<file path="src/rtl/wb_ibus_dbus_arbiter.sv">
// Two-master (instruction/data) to one-slave Wishbone B4 classic arbiter with
// round-robin or fixed-priority grant and a bus-timeout watchdog.
module wb_ibus_dbus_arbiter #(
    parameter int AW          = 32,
    parameter int DW          = 32,
    parameter int ROUND_ROBIN = 1,
    parameter int TIMEOUT     = 255
) (
    input  logic            wb_clk_i,
    input  logic            wb_rst_i,
    input  logic [AW-1:0]   wbm0_adr_i,
    input  logic [DW-1:0]   wbm0_dat_i,
    input  logic [DW/8-1:0] wbm0_sel_i,
    input  logic            wbm0_we_i,
    input  logic            wbm0_cyc_i,
    input  logic            wbm0_stb_i,
    output logic [DW-1:0]   wbm0_dat_o,
    output logic            wbm0_ack_o,
    output logic            wbm0_err_o,
    output logic            wbm0_rty_o,
    input  logic [AW-1:0]   wbm1_adr_i,
    input  logic [DW-1:0]   wbm1_dat_i,
    input  logic [DW/8-1:0] wbm1_sel_i,
    input  logic            wbm1_we_i,
    input  logic            wbm1_cyc_i,
    input  logic            wbm1_stb_i,
    output logic [DW-1:0]   wbm1_dat_o,
    output logic            wbm1_ack_o,
    output logic            wbm1_err_o,
    output logic            wbm1_rty_o,
    output logic [AW-1:0]   wbs_adr_o,
    output logic [DW-1:0]   wbs_dat_o,
    output logic [DW/8-1:0] wbs_sel_o,
    output logic            wbs_we_o,
    output logic            wbs_cyc_o,
    output logic            wbs_stb_o,
    input  logic [DW-1:0]   wbs_dat_i,
    input  logic            wbs_ack_i,
    input  logic            wbs_err_i,
    input  logic            wbs_rty_i,
    output logic [1:0]      grant_o,
    output logic            timeout_o
);

    localparam logic [15:0] TO_LIMIT = 16'(TIMEOUT);

    typedef enum logic [1:0] {
        IDLE   = 2'd0,
        GRANT0 = 2'd1,
        GRANT1 = 2'd2
    } state_t;

    state_t      state_q, state_d;
    logic        last_q, last_d;   // 0 = m0 owned last, 1 = m1 owned last
    logic [15:0] cnt_q, cnt_d;
    logic        g0, g1;
    logic        req_cyc, req_stb, slv_resp, active, expire;

    always_ff @(posedge wb_clk_i or posedge wb_rst_i) begin
        if (wb_rst_i) begin
            state_q <= IDLE;
            last_q  <= 1'b1;
            cnt_q   <= 16'd0;
        end else begin
            state_q <= state_d;
            last_q  <= last_d;
            cnt_q   <= cnt_d;
        end
    end

    // Owner keeps the bus while it holds cyc; release hands straight to the other master.
    always_comb begin
        state_d = state_q;
        case (state_q)
            IDLE: begin
                if (wbm0_cyc_i && wbm1_cyc_i)
                    state_d = (ROUND_ROBIN == 0 || last_q) ? GRANT0 : GRANT1;
                else if (wbm0_cyc_i)
                    state_d = GRANT0;
                else if (wbm1_cyc_i)
                    state_d = GRANT1;
            end
            GRANT0: if (!wbm0_cyc_i) state_d = wbm1_cyc_i ? GRANT1 : IDLE;
            GRANT1: if (!wbm1_cyc_i) state_d = wbm0_cyc_i ? GRANT0 : IDLE;
            default: state_d = IDLE;
        endcase

        last_d = last_q;
        if (state_d != state_q) begin
            if (state_d == GRANT0) last_d = 1'b0;
            if (state_d == GRANT1) last_d = 1'b1;
        end
    end

    always_comb begin
        g0       = (state_q == GRANT0);
        g1       = (state_q == GRANT1);
        grant_o  = {g1, g0};
        req_cyc  = (g0 & wbm0_cyc_i) | (g1 & wbm1_cyc_i);
        req_stb  = (g0 & wbm0_stb_i) | (g1 & wbm1_stb_i);
        slv_resp = wbs_ack_i | wbs_err_i | wbs_rty_i;
        active   = req_cyc & req_stb & ~slv_resp;
        // A real response in the expiry cycle wins because active excludes it.
        expire   = (TIMEOUT != 0) && active && (cnt_q == TO_LIMIT);

        if (TIMEOUT == 0 || !active || expire || state_d != state_q)
            cnt_d = 16'd0;
        else
            cnt_d = cnt_q + 16'd1;

        wbs_adr_o = '0;
        wbs_dat_o = '0;
        wbs_sel_o = '0;
        wbs_we_o  = 1'b0;
        if (g0) begin
            wbs_adr_o = wbm0_adr_i;
            wbs_dat_o = wbm0_dat_i;
            wbs_sel_o = wbm0_sel_i;
            wbs_we_o  = wbm0_we_i;
        end else if (g1) begin
            wbs_adr_o = wbm1_adr_i;
            wbs_dat_o = wbm1_dat_i;
            wbs_sel_o = wbm1_sel_i;
            wbs_we_o  = wbm1_we_i;
        end
        wbs_cyc_o = req_cyc;
        wbs_stb_o = req_stb & ~expire;
        timeout_o = expire;

        wbm0_dat_o = wbs_dat_i;
        wbm1_dat_o = wbs_dat_i;
        wbm0_ack_o = g0 & wbs_ack_i;
        wbm1_ack_o = g1 & wbs_ack_i;
        wbm0_err_o = g0 & (wbs_err_i | expire);
        wbm1_err_o = g1 & (wbs_err_i | expire);
        wbm0_rty_o = g0 & wbs_rty_i;
        wbm1_rty_o = g1 & wbs_rty_i;
    end

endmodule

</file>
<file path="config.mk">
export PLATFORM = sky130hd
export DESIGN_NAME = wb_ibus_dbus_arbiter
export DESIGN_NICKNAME = d
export VERILOG_FILES = /design/src/rtl/wb_ibus_dbus_arbiter.sv
export SDC_FILE = /design/constraint.sdc
export NUM_CORES = 1
export LEC_CHECK = 0
export BUFFER_PORTS_ARGS = -buffer_cell sky130_fd_sc_hd__buf_2
export CAP_MARGIN = 20
export CORE_AREA = 3 3 125 127
export CTS_BUF_LIST = sky130_fd_sc_hd__clkbuf_4 sky130_fd_sc_hd__clkbuf_8
export CTS_CLUSTER_DIAMETER = 80
export DETAILED_ROUTE_END_ITERATION = 10
export DIE_AREA = 0 0 128 130
export SLEW_MARGIN = 20
export SYNTH_ARGS = -nofsm -noshare
export SYNTH_HDL_FRONTEND = slang
export SYNTH_SLANG_ARGS = --single-unit
</file>
<file path="constraint.sdc">
create_clock -name wb_clk_i -period 2.5 [get_ports wb_clk_i]
set_clock_uncertainty 0.05 [all_clocks]
set_input_delay 0.5 -clock wb_clk_i [delete_from_list [all_inputs] [get_ports wb_clk_i]]
set_output_delay 0.5 -clock wb_clk_i [all_outputs]
set_load 0.05 [all_outputs]
</file>
==> run summary, run 1 <==
### Outcome
* finished, violations left — result of the run
* negative setup slack — violations in the final reports

### Setup path
* sky130_fd_sc_hd__or4_4 — slowest CP cell
* flip-flop — kind of launch point of the worst setup path
* 1.95 ns — required time of the worst setup path
* flip-flop to output port — Worst Path Class, Setup
* sky130_fd_sc_hd__or4_4 — crit-path most repeated cell
* 3 — maximum fanout encountered on the critical timing path
* 2 — Crit path buffers/inverters
* 2.31 ns — worst path arrival time
* or4_4 -> or4_4 -> nor4b_4 -> buf_4 -> o21a_4 -> buf_8 — worst-path cell chain
* output port — Setup crit end kind
* 0.52 ns — longest individual stage delay on the worst path
* simple AND/OR/NAND/NOR gates — cell class contributing the biggest share of worst-path delay

### STA
* 0.297 ns — worst hold margin
* 0.677 ns — Tightest Pin Transition
* -1.29 ns — accumulated negative setup slack
* 2.86 ns — min cycle time layout
* 0 — Slew Limit Fails
* 0 — hold violation count in the final report
* 4 — Finish-stage setup viols
* 54.8% — worst slew margin relative to its limit
* 0.350 GHz — upper clock frequency limit
* true — unrepaired setup endpoints after global routing
* -0.357 ns — post-layout worst setup margin
* 114% — period utilisation layout

### Die
* 130 um — Die Y-Extent
* 128 um — width of the die
* 44 — standard-cell rows
* 0.0145 mm2 — area of the placeable core
* 0.0166 mm2 — area of the die
* 323 — I/O pin total
* 15.2% — initial cell density of the core

### Pwr
* 1.82 nW — LEAKAGE
* 2.46 mW — Final Power
* 0.251 mV — worst ir drop on vdd
* 738 mW/mm2 — Power Density

### Placed design
* 615 — placed cell count
* 0.757 — Final Wtd Congestion
* 226 — count of input and output buffers
* -0.311 ns — dpl ws
* 0.00324 mm2 — Area after DPL
* 12100 um — sum of net half-perimeters after detailed placement

### Synth
* 264 — gate count after technology mapping
* sky130_fd_sc_hd__a22o_1 — cell with the most instances after synthesis
* 0.00221 mm2 — synthesized area
* 19 — #FFs+latches synth
* 0 — Yosys warning total
* 21.5% — share of the yosys chip area belonging to registers
* 8.39 um2 — mean cell area of the mapped netlist
* sky130_fd_sc_hd__a22o_1 (71), sky130_fd_sc_hd__buf_4 (67), sky130_fd_sc_hd__nor2_1 (22), sky130_fd_sc_hd__dfrtp_1 (18), sky130_fd_sc_hd__clkbuf_1 (16) — most frequent cells after synthesis
* sky130_fd_sc_hd__a22o_1 (28%), sky130_fd_sc_hd__buf_4 (23%), sky130_fd_sc_hd__dfrtp_1 (20%), sky130_fd_sc_hd__xnor2_1 (4.4%), sky130_fd_sc_hd__nor2_1 (3.7%) — largest cells by area after synthesis
* 100% — asr flop ratio synth
* sky130_fd_sc_hd__a22o_1 — Synth area leader
* 28.1% — post-synth top area share
* 26 — Yosys cell types
* sky130_fd_sc_hd__dfrtp_1 — Post-synth top flop
* 0 — Post-synth EDFFs
* 445 — syn nets

### Worst hold path
* input pin to asynchronous set/reset pin — Hold Path Class

### Clocking
* sky130_fd_sc_hd__clkbuf_8 — clock root cell
* 1 — maximum level of the CTS H-tree
* 19 — sink count of the clock tree
* 2 — Bufs on Longest Clock Path
* 3 — number of buffers inserted during clock tree synthesis
* 0.24 ns — worst skew pair latency
* yes — TritonCTS clock tree
* 0.07 ns — Clock transition at path regs

### GRT
* 2337 — number of global-route vias before repair
* 0 — remaining global-route overflow
* 14.1% — all-layer global routing usage
* 16600 um — wire length of the first global-routing pass
* 0 — initial antenna violation count
* 63 — maximum number of pins on one net before global-route repair

### Cells and area
* 0 — number of antenna cells inserted
* 50.6% — area growth from synthesis to layout
* 0.00119 mm2 — area of the multi-input gates
* 60.9% — fraction of final layout cells with drive strength greater than 1
* 0.00333 mm2 — post-route cell area
* 621 — final standard cell count with taps included and fillers excluded
* 22.9% — final core utilization
* 619 — Net count, final
* 1616 — filler cell count
* 477 um2 — storage element area

### Drt
* 21.7 um — post-DR wirelength/cell
* 0 — Post-route DRC
* 95 — initial DRC count
* 2608 — vias after detailed routing
* 4 — number of search-and-repair iterations in the first detailed-routing pass
* 0 — Post-DRT Antenna Nets
* 4.20 — ratio of routed vias to standard cells
* 13500 um — wirelength, routed

### Job
* 0 — maxcap violations

## path summary, 6_finish.rpt
check,startpoint,cells past startpoint,endpoint,slack [ns]
min,wb_rst_i,2,cnt_q[1],0.30
max reg2reg,cnt_q[13],5,cnt_q[9],0.54
max in group asynchronous,wb_rst_i,2,cnt_q[13],1.67
min in group wb_clk_i,cnt_q[0],2,cnt_q[0],0.49
max,cnt_q[13],6,wbm0_err_o,-0.36
min reg2reg,cnt_q[0],2,cnt_q[0],0.49
## power breakdown
| group | internal (mW) | switching (mW) | leakage [nW] |
|---|---|---|---|
| logic | 0.507 | 1.39 | 1.54 |
| registers | 0.328 | 0.0196 | 0.259 |
| clock network | 0.124 | 0.0899 | 0.0262 |
| total | 0.959 | 1.50 | 1.82 |
## placed cells by master, fill, tap and decap left out, types with 3 or more instances in the layout
| cell type | instances |
|---|---|
| sky130_fd_sc_hd__a22o_1 | 71 |
| sky130_fd_sc_hd__and2_1 | 6 |
| sky130_fd_sc_hd__buf_2 | 222 |
| sky130_fd_sc_hd__buf_4 | 26 |
| sky130_fd_sc_hd__clkbuf_8 | 3 |
| sky130_fd_sc_hd__dfrtp_1 | 18 |
| sky130_fd_sc_hd__inv_1 | 6 |
| sky130_fd_sc_hd__nand2_1 | 4 |
| sky130_fd_sc_hd__nand3_1 | 5 |
| sky130_fd_sc_hd__nand4_1 | 6 |
| sky130_fd_sc_hd__nor2_1 | 21 |
| sky130_fd_sc_hd__nor3_1 | 5 |
| sky130_fd_sc_hd__nor4_1 | 5 |
| sky130_fd_sc_hd__xnor2_1 | 11 |
| sky130_fd_sc_hd__xor2_1 | 3 |
## layout make-up
type	count	share of cell area [%]
repair buffers	252	41.0
multi-input cells	156	35.6
flip-flops and latches	19	14.3
well taps	184	6.90
clock buffers	4	1.46
inverters	6	0.675
## cells by family (layout without fill, tap and decap cells)
kind of cell | count (synthesis) | after routing | synth area share, %
flops | 19 | 19 | 21.5
xor+xnor | 14 | 14 | 5.54
fa+ha+maj | 2 | 2 | 1.13
compound gates | 79 | 79 | 30.3
mux | 1 | 1 | 0.508
simple gates | 60 | 60 | 14.6
buf+inv | 89 | 262 | 26.4
## layer usage
layer  track usage (%)  part of all wire [%]
met1              17.4                    39
met2              18.3                    40
met3              13.4                    21
met5                 0                     0
met4              1.62                  0.57
## flip-flops by register name, indices dropped and copies added, names as in the netlist
name	flops
state_q	2
last_q	1
cnt_q	16
## repair_timing
item,in CTS,in global routing
setup endpoints to repair,4,17
pin swaps,3,0
setup buffers,2,0
resized for setup,9,1
hold buffers,0,0
cloned,0,0
(Power assumes the default switching activity.)
==> run 2, diff against run 1 <==
- SKIP_CTS_REPAIR_TIMING: unset -> 1
==> run 2 against run 1 <==
Compared with the run above: the run still ends with negative setup slack left; clock power about the same; maximum frequency decreased by 2.6%; final area increased by 0.45%; critical path depth unchanged.
==> run summary, run 2 (synthesis gave the netlist of run 1 again) <==
### STA
* 2.93 ns — min cycle time layout, +0.0759 ns
* 0.341 GHz — upper clock frequency limit, -2.6%
* 0 — hold violation count in the final report, unchanged
* -0.433 ns — post-layout worst setup margin, -0.0759 ns
* 54.8% — worst slew margin relative to its limit, about the same
* 0.677 ns — Tightest Pin Transition, +0.0000291 ns
* -1.54 ns — accumulated negative setup slack, -0.246 ns
* 117% — period utilisation layout, +3.0 points
* true — unrepaired setup endpoints after global routing
* 0.297 ns — worst hold margin, -0.0000790 ns
* 0 — Slew Limit Fails, unchanged
* 4 — Finish-stage setup viols, unchanged

### Drt
* 2640 — vias after detailed routing, +1.2%
* 21.9 um — post-DR wirelength/cell, +0.78%
* 0 — Post-route DRC, unchanged
* 13600 um — wirelength, routed, +0.78%
* 4.25 — ratio of routed vias to standard cells, +1.2%
* 0 — Post-DRT Antenna Nets, unchanged
* 85 — initial DRC count, -11%
* 4 — number of search-and-repair iterations in the first detailed-routing pass, unchanged

### GRT
* 0 — initial antenna violation count, unchanged
* 63 — maximum number of pins on one net before global-route repair, unchanged
* 2327 — number of global-route vias before repair, -0.43%
* 16600 um — wire length of the first global-routing pass, -0.17%
* 0 — remaining global-route overflow, unchanged
* 14.1% — all-layer global routing usage, -0.017 points

### Setup path
* 4 — maximum fanout encountered on the critical timing path, +1
* output port — Setup crit end kind
* 2 — Crit path buffers/inverters, unchanged
* 0.52 ns — longest individual stage delay on the worst path, about the same
* 1.95 ns — required time of the worst setup path, about the same
* simple AND/OR/NAND/NOR gates — cell class contributing the biggest share of worst-path delay
* sky130_fd_sc_hd__or4_4 — slowest CP cell
* flip-flop — kind of launch point of the worst setup path
* flip-flop to output port — Worst Path Class, Setup
* or4_4 -> or4_4 -> nor4b_4 -> buf_4 -> nor2_2 -> buf_6 — worst-path cell chain
* 2.38 ns — worst path arrival time, +0.07 ns
* sky130_fd_sc_hd__or4_4 — crit-path most repeated cell

### Clocking
* 19 — sink count of the clock tree, unchanged
* 3 — number of buffers inserted during clock tree synthesis, unchanged
* sky130_fd_sc_hd__clkbuf_8 — clock root cell
* yes — TritonCTS clock tree
* 2 — Bufs on Longest Clock Path, unchanged
* 0.07 ns — Clock transition at path regs, about the same
* 0.24 ns — worst skew pair latency, about the same
* 1 — maximum level of the CTS H-tree, unchanged

### Cells and area
* 51.2% — area growth from synthesis to layout
* 16 — number of flip-flops under the largest register name, unchanged
* cnt_q — largest register by flop count
* cnt_q: 16 flops, state_q: 2 flops, last_q: 1 flops — biggest regs
* sky130_fd_sc_hd__buf_2 — commonest non-fill, non-tap cell in the layout
* 0 — number of antenna cells inserted, unchanged
* 619 — Net count, final, unchanged
* 61.1% — fraction of final layout cells with drive strength greater than 1, +0.23 points
* sky130_fd_sc_hd__buf_2 (222), sky130_fd_sc_hd__a22o_1 (71), sky130_fd_sc_hd__buf_4 (23) — leading cell types in the layout, fill and taps excluded

### Pwr
* 1.83 nW — LEAKAGE, about the same
* 736 mW/mm2 — Power Density, -0.29%
* 0.251 mV — worst ir drop on vdd, about the same
* 8.7% — share of total power in the clock network, about the same
* 14.1% — Reg power frac, about the same
* 77.2% — share of power burned in combinational logic, about the same
* 1.50 mW — NetSw, about the same
* 961 uW — internal power component, +0.26%
* 61.0% — Switching Fraction, about the same

### Outcome
* negative setup slack — violations in the final reports
* finished, violations left — result of the run

### Die
* 130 um — Die Y-Extent, unchanged
* 44 — standard-cell rows, unchanged
* 128 um — width of the die, unchanged
* 0.0145 mm2 — area of the placeable core, unchanged
* 15.2% — initial cell density of the core, unchanged
* 323 — I/O pin total, unchanged
* 0.0166 mm2 — area of the die, unchanged

### Worst hold path
* input pin to asynchronous set/reset pin — Hold Path Class

### Job
* 0 — maxcap violations, unchanged

### Placed design
* 226 — count of input and output buffers, unchanged
* 12100 um — sum of net half-perimeters after detailed placement, unchanged
* 0.757 — Final Wtd Congestion, unchanged

run 2: through the flow:
step	utilization (%)	power (mW)	worst slack (ns)	std cells	instance area (um2)
after global routing	23.0	2.58	-0.542	621	3350
final	23.0	2.47	-0.433	621	3350
after CTS	22.6	2.48	-0.586	619	3290
after detailed placement	22.3	2.25	-0.311	615	3240
after global placement	22.3	2.26	-0.294	615	3240
after floorplan	-	1.96	-0.569	264	2230
run 2: layout make-up:
class,count,area [um2]
Tap cell,184,230
Inverter,6,22.5
Multi-Input combinational cell,156,1190
Clock buffer,4,48.8
Timing Repair Buffer,252,1380
Fill cell,1618,11200
Sequential cell,19,477
run 2: path summary, 6_finish.rpt:
check | slack (ns) | start | cells after the start | to
min reg2reg | 0.49 | cnt_q[0] | 2 | cnt_q[0]
min in group wb_clk_i | 0.49 | cnt_q[0] | 2 | cnt_q[0]
max reg2reg | 0.54 | cnt_q[13] | 5 | cnt_q[9]
max in group asynchronous | 1.67 | wb_rst_i | 2 | cnt_q[4]
min | 0.30 | wb_rst_i | 2 | cnt_q[1]
max | -0.43 | cnt_q[13] | 6 | wbs_stb_o
run 2: power by group through the flow:
stage          Combinational (mW)  Clock, mW  Sequential (mW)
5_1_grt                      2.00      0.235            0.350
2_1_floorplan                1.61          0            0.345
3_3_place_gp                 1.90          0            0.352
4_1_cts                      1.91      0.223            0.348
3_5_place_dp                 1.90          0            0.353
6_report                     1.90      0.215            0.347
run 2: layer usage:
metal / up-vias / track usage [%] / part of all wire, %
met5: - / 0 / 0
met4: 0 / 1.62 / 0.57
met3: 10 / 13.4 / 21
met2: 167 / 18.2 / 40
met1: 1214 / 17.4 / 38
li1: 1249 / - / -
run 2: worst register-to-register path, stage by stage (launching register included):
cell,delay (ns)
sky130_fd_sc_hd__dfrtp_1,0.37
sky130_fd_sc_hd__or4_4,0.52
sky130_fd_sc_hd__or4_4,0.51
sky130_fd_sc_hd__nand4_1,0.11
sky130_fd_sc_hd__buf_4,0.21
sky130_fd_sc_hd__nor2_1,0.08
==> run 3, diff against run 2 <==
- CTS_BUF_LIST: sky130_fd_sc_hd__clkbuf_4 sky130_fd_sc_hd__clkbuf_8 -> sky130_fd_sc_hd__clkbuf_8
- HOLD_SLACK_MARGIN: unset -> 0.02
==> run 3 against run 2 <==
Compared with the run above: the run still ends with negative setup slack left; maximum frequency about the same; register-to-register slack about the same; setup slack about the same; non-clock buffer count stayed put; clock-buffer cell count down 1; via count grew 0.34%; sequential power is essentially flat; critical path type unchanged; largest cell class unchanged.
==> run summary, run 3 (synthesis gave the netlist of run 1 again) <==
### Setup path
* 2.38 ns — worst path arrival time, about the same
* or4_4 -> or4_4 -> nor4b_4 -> buf_4 -> nor2_2 -> buf_6 — worst-path cell chain
* 4 — maximum fanout encountered on the critical timing path, unchanged
* output port — Setup crit end kind
* simple AND/OR/NAND/NOR gates — cell class contributing the biggest share of worst-path delay
* flip-flop — kind of launch point of the worst setup path
* 2 — Crit path buffers/inverters, unchanged
* 1.95 ns — required time of the worst setup path, about the same
* sky130_fd_sc_hd__or4_4 — slowest CP cell
* 0.52 ns — longest individual stage delay on the worst path, about the same
* flip-flop to output port — Worst Path Class, Setup
* sky130_fd_sc_hd__or4_4 — crit-path most repeated cell

### Cells and area
* cnt_q — largest register by flop count
* cnt_q: 16 flops, state_q: 2 flops, last_q: 1 flops — biggest regs
* 1615 — filler cell count, -0.19%
* 0 — number of antenna cells inserted, unchanged
* 619 — Net count, final, unchanged
* 60.9% — fraction of final layout cells with drive strength greater than 1, -0.23 points
* 51.1% — area growth from synthesis to layout
* sky130_fd_sc_hd__buf_2 (222), sky130_fd_sc_hd__a22o_1 (71), sky130_fd_sc_hd__buf_4 (23) — leading cell types in the layout, fill and taps excluded
* sky130_fd_sc_hd__buf_2 — commonest non-fill, non-tap cell in the layout
* 16 — number of flip-flops under the largest register name, unchanged
* 621 — final standard cell count with taps included and fillers excluded, unchanged

### GRT
* 2327 — number of global-route vias before repair, unchanged
* 0 — remaining global-route overflow, unchanged
* 14.1% — all-layer global routing usage, unchanged
* 16600 um — wire length of the first global-routing pass, unchanged
* 63 — maximum number of pins on one net before global-route repair, unchanged
* 0 — initial antenna violation count, unchanged

### STA
* 4 — Finish-stage setup viols, unchanged
* 54.8% — worst slew margin relative to its limit, about the same
* 0 — hold violation count in the final report, unchanged
* 0.677 ns — Tightest Pin Transition, +0.000144 ns
* 117% — period utilisation layout, about the same
* true — unrepaired setup endpoints after global routing
* -0.433 ns — post-layout worst setup margin, -0.0000460 ns
* -1.54 ns — accumulated negative setup slack, -0.000180 ns
* 0 — Slew Limit Fails, unchanged
* 0.341 GHz — upper clock frequency limit, about the same
* 2.93 ns — min cycle time layout, +0.0000460 ns

### Die
* 15.2% — initial cell density of the core, unchanged
* 0.0166 mm2 — area of the die, unchanged
* 130 um — Die Y-Extent, unchanged
* 128 um — width of the die, unchanged
* 0.0145 mm2 — area of the placeable core, unchanged
* 44 — standard-cell rows, unchanged
* 323 — I/O pin total, unchanged

### Clocking
* sky130_fd_sc_hd__clkbuf_8 — clock root cell
* 0.07 ns — Clock transition at path regs, about the same
* yes — TritonCTS clock tree
* 1 — maximum level of the CTS H-tree, unchanged
* 2 — Bufs on Longest Clock Path, unchanged
* 0.24 ns — worst skew pair latency, about the same
* 19 — sink count of the clock tree, unchanged
* 3 — number of buffers inserted during clock tree synthesis, unchanged

### Drt
* 21.9 um — post-DR wirelength/cell, about the same
* 2649 — vias after detailed routing, +0.34%
* 0 — Post-DRT Antenna Nets, unchanged
* 4.27 — ratio of routed vias to standard cells, +0.34%
* 85 — initial DRC count, unchanged
* 4 — number of search-and-repair iterations in the first detailed-routing pass, unchanged
* 13600 um — wirelength, routed, about the same
* 0 — Post-route DRC, unchanged

### Outcome
* finished, violations left — result of the run
* negative setup slack — violations in the final reports

### Pwr
* 1.83 nW — LEAKAGE, about the same
* 0.252 mV — worst ir drop on vdd, +0.14%
* 733 mW/mm2 — Power Density, -0.47%

### Placed design
* 0.757 — Final Wtd Congestion, unchanged
* 615 — placed cell count, unchanged
* 12100 um — sum of net half-perimeters after detailed placement, unchanged
* 226 — count of input and output buffers, unchanged

### Job
* 0 — maxcap violations, unchanged

### Worst hold path
* input pin to asynchronous set/reset pin — Hold Path Class

## run 3: area by class of cell
| type | instances | area, um2 | area share, % |
|---|---|---|---|
| multi-input combinational | 156 | 1190 | 35.6 |
| inverter | 6 | 22.5 | 0.673 |
| clock inverter | 1 | 3.75 | 0.112 |
| timing repair buffer | 252 | 1380 | 41.2 |
| tap | 184 | 230 | 6.88 |
| clock buffer | 3 | 41.3 | 1.23 |
| sequential | 19 | 477 | 14.2 |
## run 3: where the power goes
part	switching, mW	total, mW	internal (mW)
Clock	0.0911	0.200	0.109
Combinational	1.39	1.90	0.509
Sequential	0.0193	0.347	0.328
Total	1.51	2.45	0.946
## run 3: metal layers
layer / track usage (%) / share of wire (%)
met1: 17.4 / 38
met2: 18.2 / 40
met3: 13.4 / 21
met4: 1.62 / 0.57
met5: 0 / 0
## run 3: worst reg2reg max path: stages (launching register included)
cell and delay (ns):
sky130_fd_sc_hd__dfrtp_1 0.37, sky130_fd_sc_hd__or4_4 0.52, sky130_fd_sc_hd__or4_4 0.51, sky130_fd_sc_hd__nand4_1 0.11
sky130_fd_sc_hd__buf_4 0.21, sky130_fd_sc_hd__nor2_1 0.08
## run 3: worst paths after layout
kind,slack [ns],cells past startpoint,end,from
min in group wb_clk_i,0.49,2,cnt_q[0],cnt_q[0]
min reg2reg,0.49,2,cnt_q[0],cnt_q[0]
max,-0.43,6,wbs_stb_o,cnt_q[13]
max in group asynchronous,1.67,2,cnt_q[4],wb_rst_i
max reg2reg,0.54,5,cnt_q[9],cnt_q[13]
min,0.30,2,cnt_q[1],wb_rst_i
## run 3: stage by stage
stage	setup WS, ns	area (um2)	utilization [%]	total power [mW]	hold WS, ns
floorplan	-0.569	2230	-	1.96	0.400
global placement	-0.294	3240	22.3	2.26	0.474
detailed placement	-0.311	3240	22.3	2.25	0.486
CTS	-0.586	3280	22.6	2.47	0.330
global route	-0.542	3350	23.0	2.57	0.350
finish	-0.433	3350	23.0	2.45	0.297
